File: config.mk
export PLATFORM = sky130hd
export DESIGN_NAME = ysyx_24090003_lsu
export DESIGN_NICKNAME = d
export VERILOG_FILES = /design/src/rtl/ysyx_24090003_lsu.sv
export SDC_FILE = /design/constraint.sdc
export NUM_CORES = 1
export LEC_CHECK = 0
export ABC_CLOCK_PERIOD_IN_PS = 1600
export BUFFER_PORTS_ARGS = -buffer_cell sky130_fd_sc_hd__buf_4
export CORE_AREA = 3 3 115 117
export DETAILED_ROUTE_END_ITERATION = 10
export DIE_AREA = 0 0 118 120
export PLACE_DENSITY = 0.82
export SLEW_MARGIN = 10
export SYNTH_ARGS = -nofsm -noshare
export SYNTH_HDL_FRONTEND = slang
export SYNTH_SLANG_ARGS = --single-unit
File: constraint.sdc
create_clock -name i_clk -period 1.6 [get_ports i_clk]
set_clock_uncertainty 0.05 [all_clocks]
set_input_delay 0.16 -clock i_clk [delete_from_list [all_inputs] [get_ports i_clk]]
set_output_delay 0.16 -clock i_clk [all_outputs]
set_load 0.05 [all_outputs]
File: src/rtl/ysyx_24090003_lsu.sv
// Load/store unit: a three-state handshake between the EXU, a single-beat memory bus and write-back.
// Alignment and funct3 checks happen at accept, so a faulting access never reaches the bus.
module ysyx_24090003_lsu (
    input  logic        i_clk,
    input  logic        i_rst_n,
    input  logic        i_valid,
    output logic        o_ready,
    input  logic        i_mem_ren,
    input  logic        i_mem_wen,
    input  logic [2:0]  i_funct3,
    input  logic [31:0] i_alu_result,
    input  logic [31:0] i_wdata,
    output logic        o_valid,
    input  logic        i_ready,
    output logic [31:0] o_mem_rdata,
    output logic [31:0] o_alu_result,
    output logic        o_err,
    output logic        o_bus_req,
    output logic        o_bus_we,
    output logic [31:0] o_bus_addr,
    output logic [31:0] o_bus_wdata,
    output logic [3:0]  o_bus_wmask,
    input  logic        i_bus_ack,
    input  logic [31:0] i_bus_rdata
);

    typedef enum logic [1:0] {
        IDLE = 2'd0,
        REQ  = 2'd1,
        DONE = 2'd2
    } state_t;

    state_t      r_state;
    state_t      w_next;
    logic [2:0]  r_funct3;
    logic [31:0] r_addr;
    logic [31:0] r_wdata;
    logic        r_ren;
    logic        r_wen;
    logic        r_err;
    logic [31:0] r_rdata;

    logic        w_bad_f3;
    logic        w_misal;
    logic        w_err;
    logic        w_go_bus;

    function automatic logic [31:0] f_load_ext(input logic [2:0]  funct3,
                                               input logic [1:0]  off,
                                               input logic [31:0] rdata);
        logic [31:0] shifted;
        logic [7:0]  b;
        logic [15:0] h;
        shifted = rdata >> {off, 3'b000};
        b       = shifted[7:0];
        h       = off[1] ? rdata[31:16] : rdata[15:0];
        case (funct3)
            3'b000:  f_load_ext = {{24{b[7]}}, b};
            3'b001:  f_load_ext = {{16{h[15]}}, h};
            3'b010:  f_load_ext = rdata;
            3'b100:  f_load_ext = {24'd0, b};
            3'b101:  f_load_ext = {16'd0, h};
            default: f_load_ext = 32'd0;
        endcase
    endfunction

    function automatic logic [3:0] f_store_mask(input logic [1:0] size,
                                                input logic [1:0] off);
        case (size)
            2'b00:   f_store_mask = 4'b0001 << off;
            2'b01:   f_store_mask = 4'b0011 << {off[1], 1'b0};
            default: f_store_mask = 4'b1111;
        endcase
    endfunction

    function automatic logic [31:0] f_store_data(input logic [1:0]  size,
                                                 input logic [31:0] wdata);
        case (size)
            2'b00:   f_store_data = {4{wdata[7:0]}};
            2'b01:   f_store_data = {2{wdata[15:0]}};
            default: f_store_data = wdata;
        endcase
    endfunction

    // Legality is judged on the incoming request so the accept cycle already knows the path.
    always_comb begin
        w_bad_f3 = 1'b0;
        if (i_mem_ren && !i_mem_wen) begin
            case (i_funct3)
                3'b000, 3'b001, 3'b010, 3'b100, 3'b101: w_bad_f3 = 1'b0;
                default:                                w_bad_f3 = 1'b1;
            endcase
        end else if (i_mem_wen && !i_mem_ren) begin
            w_bad_f3 = (i_funct3 > 3'b010);
        end
        w_misal  = ((i_funct3[1:0] == 2'b01) && i_alu_result[0]) ||
                   ((i_funct3[1:0] == 2'b10) && (i_alu_result[1:0] != 2'b00));
        w_err    = (i_mem_ren && i_mem_wen) ||
                   ((i_mem_ren || i_mem_wen) && (w_bad_f3 || w_misal));
        w_go_bus = (i_mem_ren ^ i_mem_wen) && !w_err;
    end

    always_comb begin
        w_next = r_state;
        case (r_state)
            IDLE:    if (i_valid) w_next = w_go_bus ? REQ : DONE;
            REQ:     if (i_bus_ack) w_next = DONE;
            DONE:    if (i_ready) w_next = IDLE;
            default: w_next = IDLE;
        endcase
    end

    always_ff @(posedge i_clk or negedge i_rst_n) begin
        if (!i_rst_n) begin
            r_state  <= IDLE;
            r_funct3 <= 3'd0;
            r_addr   <= 32'd0;
            r_wdata  <= 32'd0;
            r_ren    <= 1'b0;
            r_wen    <= 1'b0;
            r_err    <= 1'b0;
            r_rdata  <= 32'd0;
        end else begin
            r_state <= w_next;
            case (r_state)
                IDLE: begin
                    if (i_valid) begin
                        r_funct3 <= i_funct3;
                        r_addr   <= i_alu_result;
                        r_wdata  <= i_wdata;
                        r_ren    <= i_mem_ren;
                        r_wen    <= i_mem_wen;
                        r_err    <= w_err;
                        r_rdata  <= 32'd0;
                    end
                end
                REQ: begin
                    if (i_bus_ack && r_ren) begin
                        r_rdata <= f_load_ext(r_funct3, r_addr[1:0], i_bus_rdata);
                    end
                end
                default: ;
            endcase
        end
    end

    // Bus outputs derive only from latched request fields, so they stay still while waiting for ack.
    assign o_ready      = (r_state == IDLE);
    assign o_valid      = (r_state == DONE);
    assign o_bus_req    = (r_state == REQ);
    assign o_bus_we     = o_bus_req && r_wen;
    assign o_bus_addr   = {r_addr[31:2], 2'b00};
    assign o_bus_wdata  = f_store_data(r_funct3[1:0], r_wdata);
    assign o_bus_wmask  = o_bus_we ? f_store_mask(r_funct3[1:0], r_addr[1:0]) : 4'b0000;
    assign o_err        = r_err;
    assign o_mem_rdata  = r_rdata;
    assign o_alu_result = r_addr;

endmodule

==> impl_results.md, run 1 <==
* Antenna-violating nets left at 0
* Routed vias at 5572
* Crit Path Category: register to output port
* Share of cells above drive strength 1 at 0.469
* Number of synthesis warnings at 0
* Reg power frac at 0.217
* Worst r2r src: r_funct3[0]
* Standard-cell rows at 41
* Die height at 120 um
* Crit path DAT at 1640 ps
* Cells on worst reg2reg path at 7
* Pwr per Cell Area at 2230 nW/um^2
* Leak Pwr at 4.72 nW
* Slew Limit Fails at 0
* Maximum vdd drop at 2.01 mV
* Initial Util at 0.415
* Req. time, crit path at 1390 ps
* Detailed Route Iter0 Violations at 361
* Post-synthesis register bit count at 104
* Core area at 12500 um^2
* First-pass GRT wire length at 28.6 mm
* Netlist cell types at 44
* Crit start category: register
* Vias in the first global route at 5492
* Synth async-reset ratio at 1.00
* CP Capture Type: output port
* Die footprint at 14200 um^2
* Port bufs at 240
* Clk pwr share at 0.116
* Antenna violations before repair at 0
* Synthesized instance count at 562
* Diode count at 0
* DR pass1 iterations at 5
* Commonest non-fill, non-tap cell in the layout: buf_4
* Largest net degree at the start of global routing at 44
* Syn Area/Cell at 9.19 um^2
* Commonest non-fill, non-tap cells in the layout: 251 x buf_4, 225 x nand2_1, 99 x dfrtp_1
* Drt total wl at 20.1 mm
* Clock Tree Root: clkbuf_16
* Seq/Total Area, Yosys at 0.504
* CTS clk-pin slew, worst paths at 70 ps
* Fin. Hold Viols at 0
* Hold Slack at 12.8 ps
* WHS Path Cells at 2
* Top_reg_cell synth: dfrtp_1
* CTS tree: built
* Synthesized area at 5170 um^2
* Failing checks: setup timing
* Post-synth EDFFs at 0
* Hold WC Path Type: primary input to register
* H-tree depth at 3
* Buf/Inv on CP at 3
* Hold endpoint: o_mem_rdata[17]
* Post-route setup slack at -250 ps
* RSZ-0062 raised after global routing: true
* Outcome: finished, violations left
* Worst R2R End: o_mem_rdata[24]
* # DRC at 0
* Gpl congestion at 0.868
* Slowest stage delay, CP at 460 ps
* Setup slack on the worst flop-to-flop path at -250 ps
* Synth-to-layout area growth at 79.7%
* FF/Latch Area at 2610 um^2
* Clock buffer depth at 2
* Crit-path cells: buf_6 > buf_12 > nor2_4 > nor2_2 > o21a_4 > buf_8
* Logic pwr share at 0.666
* Max cap viols at 0
* Remaining Overflow, GRT at 0
* Clk_lat worst skew at 350 ps
* Crit-path slowest cell: dfrtp_2
* # IOs at 243
* Hold Crit Start: i_bus_rdata[17]
* Switching Share at 0.508
* Relative slew slack at 0.650
* Area occupied by multi-input gates at 2570 um^2
* Nets at 1001
* Final cycle utilization of the critical path at 1.16
* Sink Count at 104
* Die X at 118 um
* Total CTS buffers at 9
* GRT Util Overall at 0.250
* Worst-margin pin slew at 522 ps
* Vias per cell at 5.22
* HPWL after DPL at 11.6 mm
* Filler Cells Inserted at 812
* Maximum fanout along the worst path at 6
* Switch Pwr at 10.5 mW
* Mean routed wirelength per cell at 18.8 um
* Final core utilization at 0.745
* Minimum clock period at 1850 ps
* Final setup fails at 61
* Int Power at 10.2 mW
* Max Freq at 540 MHz
* Crit path max-delay family: flip-flops
==> cell families (layout without fill, tap and decap cells) <==
kind of cell             after synthesis  count (layout)  share of synthesized area
multiplexers                          33              33                     0.0726
buffers and inverters                 75             407                     0.0864
other                                  1               2                   0.000726
flip-flops                           104             104                      0.504
AO/OA/AOI/OAI                         82              82                      0.119
AND/OR/NAND/NOR                      263             264                      0.208
adder cells (fa/ha/maj)                4               4                    0.00969
==> cell usage after synthesis (2+ instances only) <==
library cell,count,area share
nor2b_1,3,0.0036
a221o_1,17,0.033
buf_2,6,0.0058
mux2_2,23,0.050
a222oi_1,6,0.012
nor2_1,14,0.010
nand2_1,228,0.17
clkbuf_1,21,0.015
buf_1,3,0.0022
nor3b_1,5,0.0073
mux2i_1,9,0.017
a31oi_1,2,0.0024
a211o_1,7,0.012
nand2b_1,3,0.0036
inv_1,4,0.0029
dfrtp_1,104,0.50
a21oi_1,10,0.0097
o21a_1,3,0.0044
o21ai_0,20,0.019
o21ai_1,7,0.0068
nor3b_2,2,0.0048
ha_1,4,0.0097
buf_4,40,0.058
==> area by class of cell <==
type,instances,share of cell area
flip-flops and latches,104,0.281
multi-input cells,385,0.277
well taps,172,0.0232
inverters,4,0.00162
repair buffers,387,0.382
clock inverters,5,0.00863
clock buffers,11,0.0261
==> registers in the layout, summed over array words and instances, names as in the netlist <==
signal / flops
o_alu_result: 32
o_mem_rdata: 32
r_wdata: 32
r_funct3: 3
r_state: 2
o_err: 1
r_ren: 1
r_wen: 1
==> through the flow <==
stage / worst slack, ps / total power [mW] / instance area (um^2) / std cells / setup TNS, ps
final: -250 / 20.7 / 9280 / 1068 / -11690
after global routing: -306 / 21.5 / 9280 / 1068 / -14960
after CTS: -225 / 19.5 / 8800 / 1052 / -10330
after detailed placement: -243 / 15.9 / 7340 / 946 / -3220
after global placement: -101 / 15.7 / 7340 / 946 / -1530
after floorplan: -212 / 12.7 / 5340 / 563 / -4270
==> timing repair <==
item                                    CTS  global route
setup buffers                            12            10
endpoints found under the setup margin   59           128
hold buffers                             77             0
pin swaps                                15            38
hold endpoints to repair                101             0
resized for setup                        71            75
gates cloned                              1             8
==> how the worst max path moves through the flow <==
| stage | from | end | slack (ps) | cells after the start |
|---|---|---|---|---|
| after detailed placement | r_funct3[0] | o_mem_rdata[1] | -240 | 4 |
| after CTS | r_funct3[0] | o_mem_rdata[24] | -220 | 7 |
| final | r_funct3[0] | o_bus_wmask[3] | -250 | 6 |
| after global placement | r_funct3[0] | o_mem_rdata[2] | -100 | 4 |
| after floorplan | o_alu_result[0] | o_mem_rdata[16] | -210 | 6 |
| after global routing | r_funct3[0] | o_mem_rdata[24] | -310 | 7 |
==> worst register-to-register path, cell delays in order (launching register included) <==
cell and delay (ps):
dfrtp_2 460, buf_6 140, buf_6 110, buf_6 120, a32o_2 250, a2111oi_4 340
buf_6 200, a221o_1 120
==> power groups by stage <==
stage / clock network, mW / logic [mW] / registers, mW
2_1_floorplan: 0 / 6.93 / 5.75
3_3_place_gp: 0 / 11.4 / 4.34
3_5_place_dp: 0 / 11.5 / 4.38
4_1_cts: 2.44 / 12.7 / 4.40
5_1_grt: 2.54 / 14.4 / 4.63
6_report: 2.41 / 13.8 / 4.50
==> routing by layer <==
| metal | track usage | share of wire |
|---|---|---|
| met5 | 0 | 0 |
| met4 | 0.101 | 0.037 |
| met3 | 0.0547 | 0.068 |
| met2 | 0.446 | 0.52 |
| met1 | 0.294 | 0.37 |
Power figures use the tool's default switching activity.
==> run 2: changes to the inputs <==
Settings changed: CORE_AREA 3 3 115 117 to 3 3 113 115, CTS_BUF_LIST from default to sky130_fd_sc_hd__clkbuf_4, DIE_AREA 0 0 118 120 to 0 0 116 118, PLACE_DENSITY 0.82 to 0.84.
==> run 2 against run 1 <==
The run still ends with setup timing left; largest cell class unchanged; maximum frequency fell by 7.7%; sequential cell count did not move; design area rose by 3.3%; register-to-register slack got worse by 60 ps; via count rose by 5.5%; worst setup slack got worse by 150 ps; sequential share of layout area fell by 0.90 points; critical path depth fell by 1; clock power fell by 41%.
==> impl_results.md, run 2 (synthesis results as in run 1) <==
* Final cycle utilization of the critical path at 1.25
* Leak Pwr at 4.85 nW
* CTS clk-pin slew, worst paths at 180 ps
* Crit path max-delay family: simple AND/OR/NAND/NOR gates
* Crit start category: register
* Largest net degree at the start of global routing at 59
* Maximum fanout along the worst path at 10
* Post-route setup slack at -404 ps
* Routed vias at 5876
* Highest Signal Layer: met4
* CTS tree: built
* RSZ-0062 raised after global routing: true
* Crit path DAT at 1790 ps
* Die footprint at 13700 um^2
* Minimum clock period at 2000 ps
* Crit-path cells: buf_12 > nor3b_4 > nand2b_4 > nor2_4 > buf_8
* Initial Util at 0.434
* First-pass GRT wire length at 30.4 mm
* Vias in the first global route at 5956
* # DRC at 0
* Fin. Hold Viols at 0
* Gpl congestion at 0.796
* Slowest stage delay, CP at 490 ps
* Failing checks: setup timing
* Nets at 1033
* Maximum vdd drop at 1.64 mV
* Worst r2r src: r_funct3[0]
* Crit-path slowest cell: dfrtp_2
* Port bufs at 240
* Drt total wl at 21.8 mm
* Vias per cell at 5.46
* Req. time, crit path at 1390 ps
* Max Freq at 499 MHz
* Sink Count at 104
* Clk_lat worst skew at 480 ps
* Core area at 11900 um^2
* Slew Limit Fails at 0
* DR pass1 iterations at 6
* Crit Path Category: register to output port
* Synth-to-layout area growth at 85.5%
* Buf/Inv on CP at 2
* Hold WC Path Type: primary input to register
* Commonest non-fill, non-tap cells in the layout: 248 x buf_4, 198 x nand2_1, 100 x dfrtp_1
* Filler Cells Inserted at 619
* Total CTS buffers at 9
* Met1 wire length at 7.60 mm
* Die X at 116 um
* CP Capture Type: output port
* Standard-cell rows at 40
* H-tree depth at 3
* Placed Cells at 918
* Remaining Overflow, GRT at 0
* Wire length on met2 at 11.8 mm
* CP startpoint: r_funct3[0]
* Final setup fails at 74
* GRT Util Overall at 0.278
* Detailed Route Iter0 Violations at 634
* Antenna-violating nets left at 0
* # IOs at 243
* Max cap viols at 0
* Antenna violations before repair at 2
* Die height at 118 um
* Clock Tree Root: clkbuf_4
* Outcome: finished, violations left
* Clock buffer depth at 2
* Share of cells above drive strength 1 at 0.488
* Met3 wire length at 1.64 mm
* HPWL after DPL at 11.4 mm
* Pwr per Cell Area at 2130 nW/um^2
* Commonest non-fill, non-tap cell in the layout: buf_4
* Hold Crit Start: i_bus_rdata[12]
* Finished Layout Cells at 1077
* Mean routed wirelength per cell at 20.3 um
* Pre-CTS setup slack at -180 ps
[run 2: cell types whose count changed in the layout (fill, tap and decap cells not counted), moves of 8 or more]
| cell | previous run | this run |
|---|---|---|
| clkbuf_16 | 14 | 6 |
| dlygate4sd3_1 | 77 | 93 |
| nand2_1 | 225 | 198 |
| o21ai_1 | 4 | 12 |
| clkbuf_4 | 0 | 9 |
| nand2_2 | 1 | 24 |
[run 2: power by group]
group          internal [mW]  switching (mW)  total, mW
Sequential              3.53           0.953       4.48
Combinational           5.68            8.86       14.5
Clock                  0.477           0.951       1.43
Total                   9.68            10.8       20.5
[run 2: final cells by class]
cell class                 count  area, um^2  share of cell area
antenna                        2        5.00            0.000522
clock buffer                   9        67.6             0.00705
clock inverter                 7        71.3             0.00744
inverter                       4        15.0             0.00157
multi-input combinational    387        2670               0.278
sequential                   104        2610               0.272
tap                          147         184              0.0192
timing repair buffer         417        3970               0.414
[run 2: final timing paths]
kind                                    to  slack [ps]  cells after the start
max in group asynchronous      r_wdata[21]        1050                      3
hold reg to reg                r_wdata[31]         450                      2
setup / recovery            o_bus_wmask[0]        -400                      5
hold / removal             o_mem_rdata[12]          30                      4
min in group asynchronous      r_funct3[1]         160                      3
setup reg to reg            o_mem_rdata[3]        -310                      6
[run 2: worst min-delay path, stage by stage]
cell and delay, ps:
buf_4 90, o21ai_2 50, a21oi_2 120, a211o_1 100
[run 2: stage by stage]
stage / setup TNS (ps) / util / total power, mW / hold WS, ps / cell area [um^2]
final: -16040 / 0.805 / 20.5 / 29.6 / 9590
after global routing: -20760 / 0.805 / 21.2 / 50.8 / 9590
after CTS: -12570 / 0.751 / 18.8 / 27.7 / 8940
after detailed placement: -1910 / 0.610 / 15.8 / 125 / 7260
after global placement: -902 / 0.610 / 15.6 / 123 / 7260
after floorplan: -4270 / - / 12.7 / -186 / 5340
[run 2: repair_timing]
| item | CTS | global route |
|---|---|---|
| gates resized for setup | 113 | 86 |
| pin swaps | 26 | 37 |
| endpoints found under the setup margin | 63 | 135 |
| hold endpoints to repair | 197 | 0 |
| buffers inserted | 17 | 24 |
| hold buffers | 93 | 0 |
| cloned | 4 | 10 |
[run 2: layer usage]
metal | GRT usage | vias up
li1 | - | 2573
met1 | 0.313 | 2850
met2 | 0.506 | 362
met3 | 0.0622 | 91
met4 | 0.0950 | 0
met5 | 0 | -
==> run 3: changes to the inputs <==
Settings changed: ABC_AREA from default to 1, CORE_AREA 3 3 113 115 to 3 3 116 118, DIE_AREA 0 0 116 118 to 0 0 119 121, PLACE_DENSITY 0.84 to 0.83, SKIP_LAST_GASP from default to 1.
==> run 3 against run 2 <==
The flow still finishes with violations (setup timing); worst hold slack improved by 11 ps; global-route usage is 1.0 points higher; register-to-register slack is essentially flat; sequential cell count unchanged; sequential power rose by 8.7%; final cell count rose by 17%; power grew 10%; routed wire length rose by 21%; largest cell class unchanged; design area up 3.4%; clock power decreased by 5%; combinational power grew 12%; critical path depth did not move.
==> impl_results.md, run 3 <==
* Outcome: finished, violations left
* Setup slack on the worst flop-to-flop path at -310 ps
* Slew Limit Fails at 0
* Worst R2R End: o_alu_result[24]
* Remaining Overflow, GRT at 0
* Post-synth top area share at 0.478
* Design Power at 22.5 mW
* Max cap viols at 0
* Hold Slack at 41.0 ps
* Synth async-reset ratio at 1.00
* Final Instance Area at 9910 um^2
* Number of synthesis warnings at 0
* Die height at 121 um
* Final cycle utilization of the critical path at 1.30
* Clock buffer depth at 2
* Hold WC Path Type: primary input to async pin
* Initial Util at 0.434
* Nets at 1196
* Standard-cell rows at 41
* Synth area leader: dfrtp_1
* Pwr per Cell Area at 2270 nW/um^2
* CP Capture Type: output port
* Clock Tree Root: clkbuf_4
* Die X at 119 um
* Worst r2r src: r_state[1]
* Synthesized instance count at 745
* Routed vias at 6948
* Gpl congestion at 0.926
* Crit start category: register
* CTS clk-pin slew, worst paths at 180 ps
* Vias per cell at 5.50
* H-tree depth at 3
* Max Freq at 479 MHz
* Crit path DAT at 1880 ps
* # IOs at 243
* Post-synth EDFFs at 0
* Largest net degree at the start of global routing at 60
* Port bufs at 240
* Most frequent cells after synthesis: 406 x nand2_1, 104 x dfrtp_1, 42 x buf_4
* Die footprint at 14400 um^2
* Commonest non-fill, non-tap cell in the layout: nand2_1
* Final core utilization at 0.789
* Vias in the first global route at 6314
* Cells on worst reg2reg path at 9
* Drt total wl at 26.4 mm
* Final TNS setup at -29500 ps
* Synth-to-layout area growth at 81.9%
* Crit path max-delay family: flip-flops
* Post-route setup slack at -487 ps
* Placed Area at 7360 um^2
* Buf/Inv on CP at 2
* Maximum fanout along the worst path at 7
* CTS tree: built
* Mean routed wirelength per cell at 20.9 um
* Slowest stage delay, CP at 500 ps
* Largest cells by area after synthesis: dfrtp_1 48%, nand2_1 28%, buf_4 5.8%, o21ai_0 3.1%, inv_1 2.6%
* DR pass1 iterations at 6
* Most numerous cell in the Yosys netlist: nand2_1
* HPWL after DPL at 12.5 mm
* Crit-path slowest cell: dfrtp_2
* Maximum vdd drop at 2.33 mV
* Minimum clock period at 2090 ps
* Crit-path cells: nor2_4 > buf_12 > nand2_4 > o211ai_1 > buf_4
* Antenna violations before repair at 0
* Post-synthesis register bit count at 104
* Seq/Total Area, Yosys at 0.478
* Synthesized area at 5450 um^2
* RSZ-0062 raised after global routing: true
* Crit Path Category: register to output port
* Failing checks: setup timing
* Total CTS buffers at 9
* Detailed Route Iter0 Violations at 729
* Antenna-violating nets left at 0
* Core area at 12600 um^2
* First-pass GRT wire length at 32.7 mm
* Netlist cell types at 27
* Share of cells above drive strength 1 at 0.443
* Commonest non-fill, non-tap cells in the layout: 293 x nand2_1, 239 x buf_4, 101 x dlygate4sd3_1
* Fin. Hold Viols at 0
* Req. time, crit path at 1390 ps
* Top_reg_cell synth: dfrtp_1
* # DRC at 0
* Final setup fails at 128
* Clk_lat worst skew at 510 ps
* GRT Util Overall at 0.288
* Sink Count at 104
* Syn Area/Cell at 7.32 um^2
* Leak Pwr at 5.34 nW
## run 3: cell types whose count changed after synthesis, sizes merged, moves of 9 or more
cell and delta:
nand2 +180, inv +40, nand3 +28, mux2 -23, a221o -17, buf +17, clkbuf -14, o211ai +13
o21ai +10, mux2i -9
## run 3: cell type report
| type | count | area [um^2] |
|---|---|---|
| Multi-Input combinational cell | 523 | 2980 |
| Clock buffer | 9 | 67.6 |
| Tap cell | 172 | 215 |
| Clock inverter | 7 | 52.6 |
| Fill cell | 728 | 2660 |
| Inverter | 45 | 203 |
| Antenna cell | 1 | 2.50 |
| Timing Repair Buffer | 403 | 3780 |
| Sequential cell | 104 | 2610 |
## run 3: worst max path at each step
stage / endpoint / start / slack (ps) / cells after the start
finish: o_bus_wdata[29] / r_funct3[1] / -490 / 5
detailed placement: o_mem_rdata[27] / r_state[1] / 1 / 8
floorplan: o_bus_wdata[24] / r_funct3[0] / -230 / 5
global placement: r_wdata[9] / r_state[0] / 90 / 7
global route: o_bus_wdata[31] / r_funct3[1] / -540 / 5
CTS: o_bus_wdata[30] / r_funct3[1] / -430 / 6
## run 3: what timing repair did
action	CTS	global route
setup buffers	22	12
resized for setup	66	211
pin swaps	15	35
endpoints found under the setup margin	39	126
hold endpoints to repair	203	0
gates cloned	1	13
hold buffers	101	0
## run 3: stage by stage
step / std cells / worst slack (ps)
2_1_floorplan: 746 / -226
3_3_place_gp: 1110 / 85.6
3_5_place_dp: 1110 / 1.16
4_1_cts: 1244 / -432
5_1_grt: 1263 / -536
6_report: 1264 / -487
## run 3: report_power, final
part           switching (mW)  internal (mW)
clock network            1.02          0.338
registers                1.32           3.56
logic                    10.7           5.58
total                    13.0           9.48
## run 3: per-layer routing
layer  vias to the layer above  part of all wire  routed length [um]  global-route usage
li1                       2941                 -                   -                   -
met1                      3237              0.33                8710               0.337
met2                       585              0.50               13100               0.508
met3                       185              0.10                2680              0.0555
met4                         0             0.072                1890               0.138
met5                         -                 0                   0                   0
## run 3: cells by family (layout without fill, tap and decap cells)
group                    after synthesis  count (layout)  share of synthesized area
other                                  1               3                   0.000688
AO/OA/AOI/OAI                         57              57                     0.0604
buffers and inverters                119             464                      0.121
AND/OR/NAND/NOR                      460             460                      0.332
flip-flops                           104             104                      0.478
adder cells (fa/ha/maj)                4               4                    0.00918
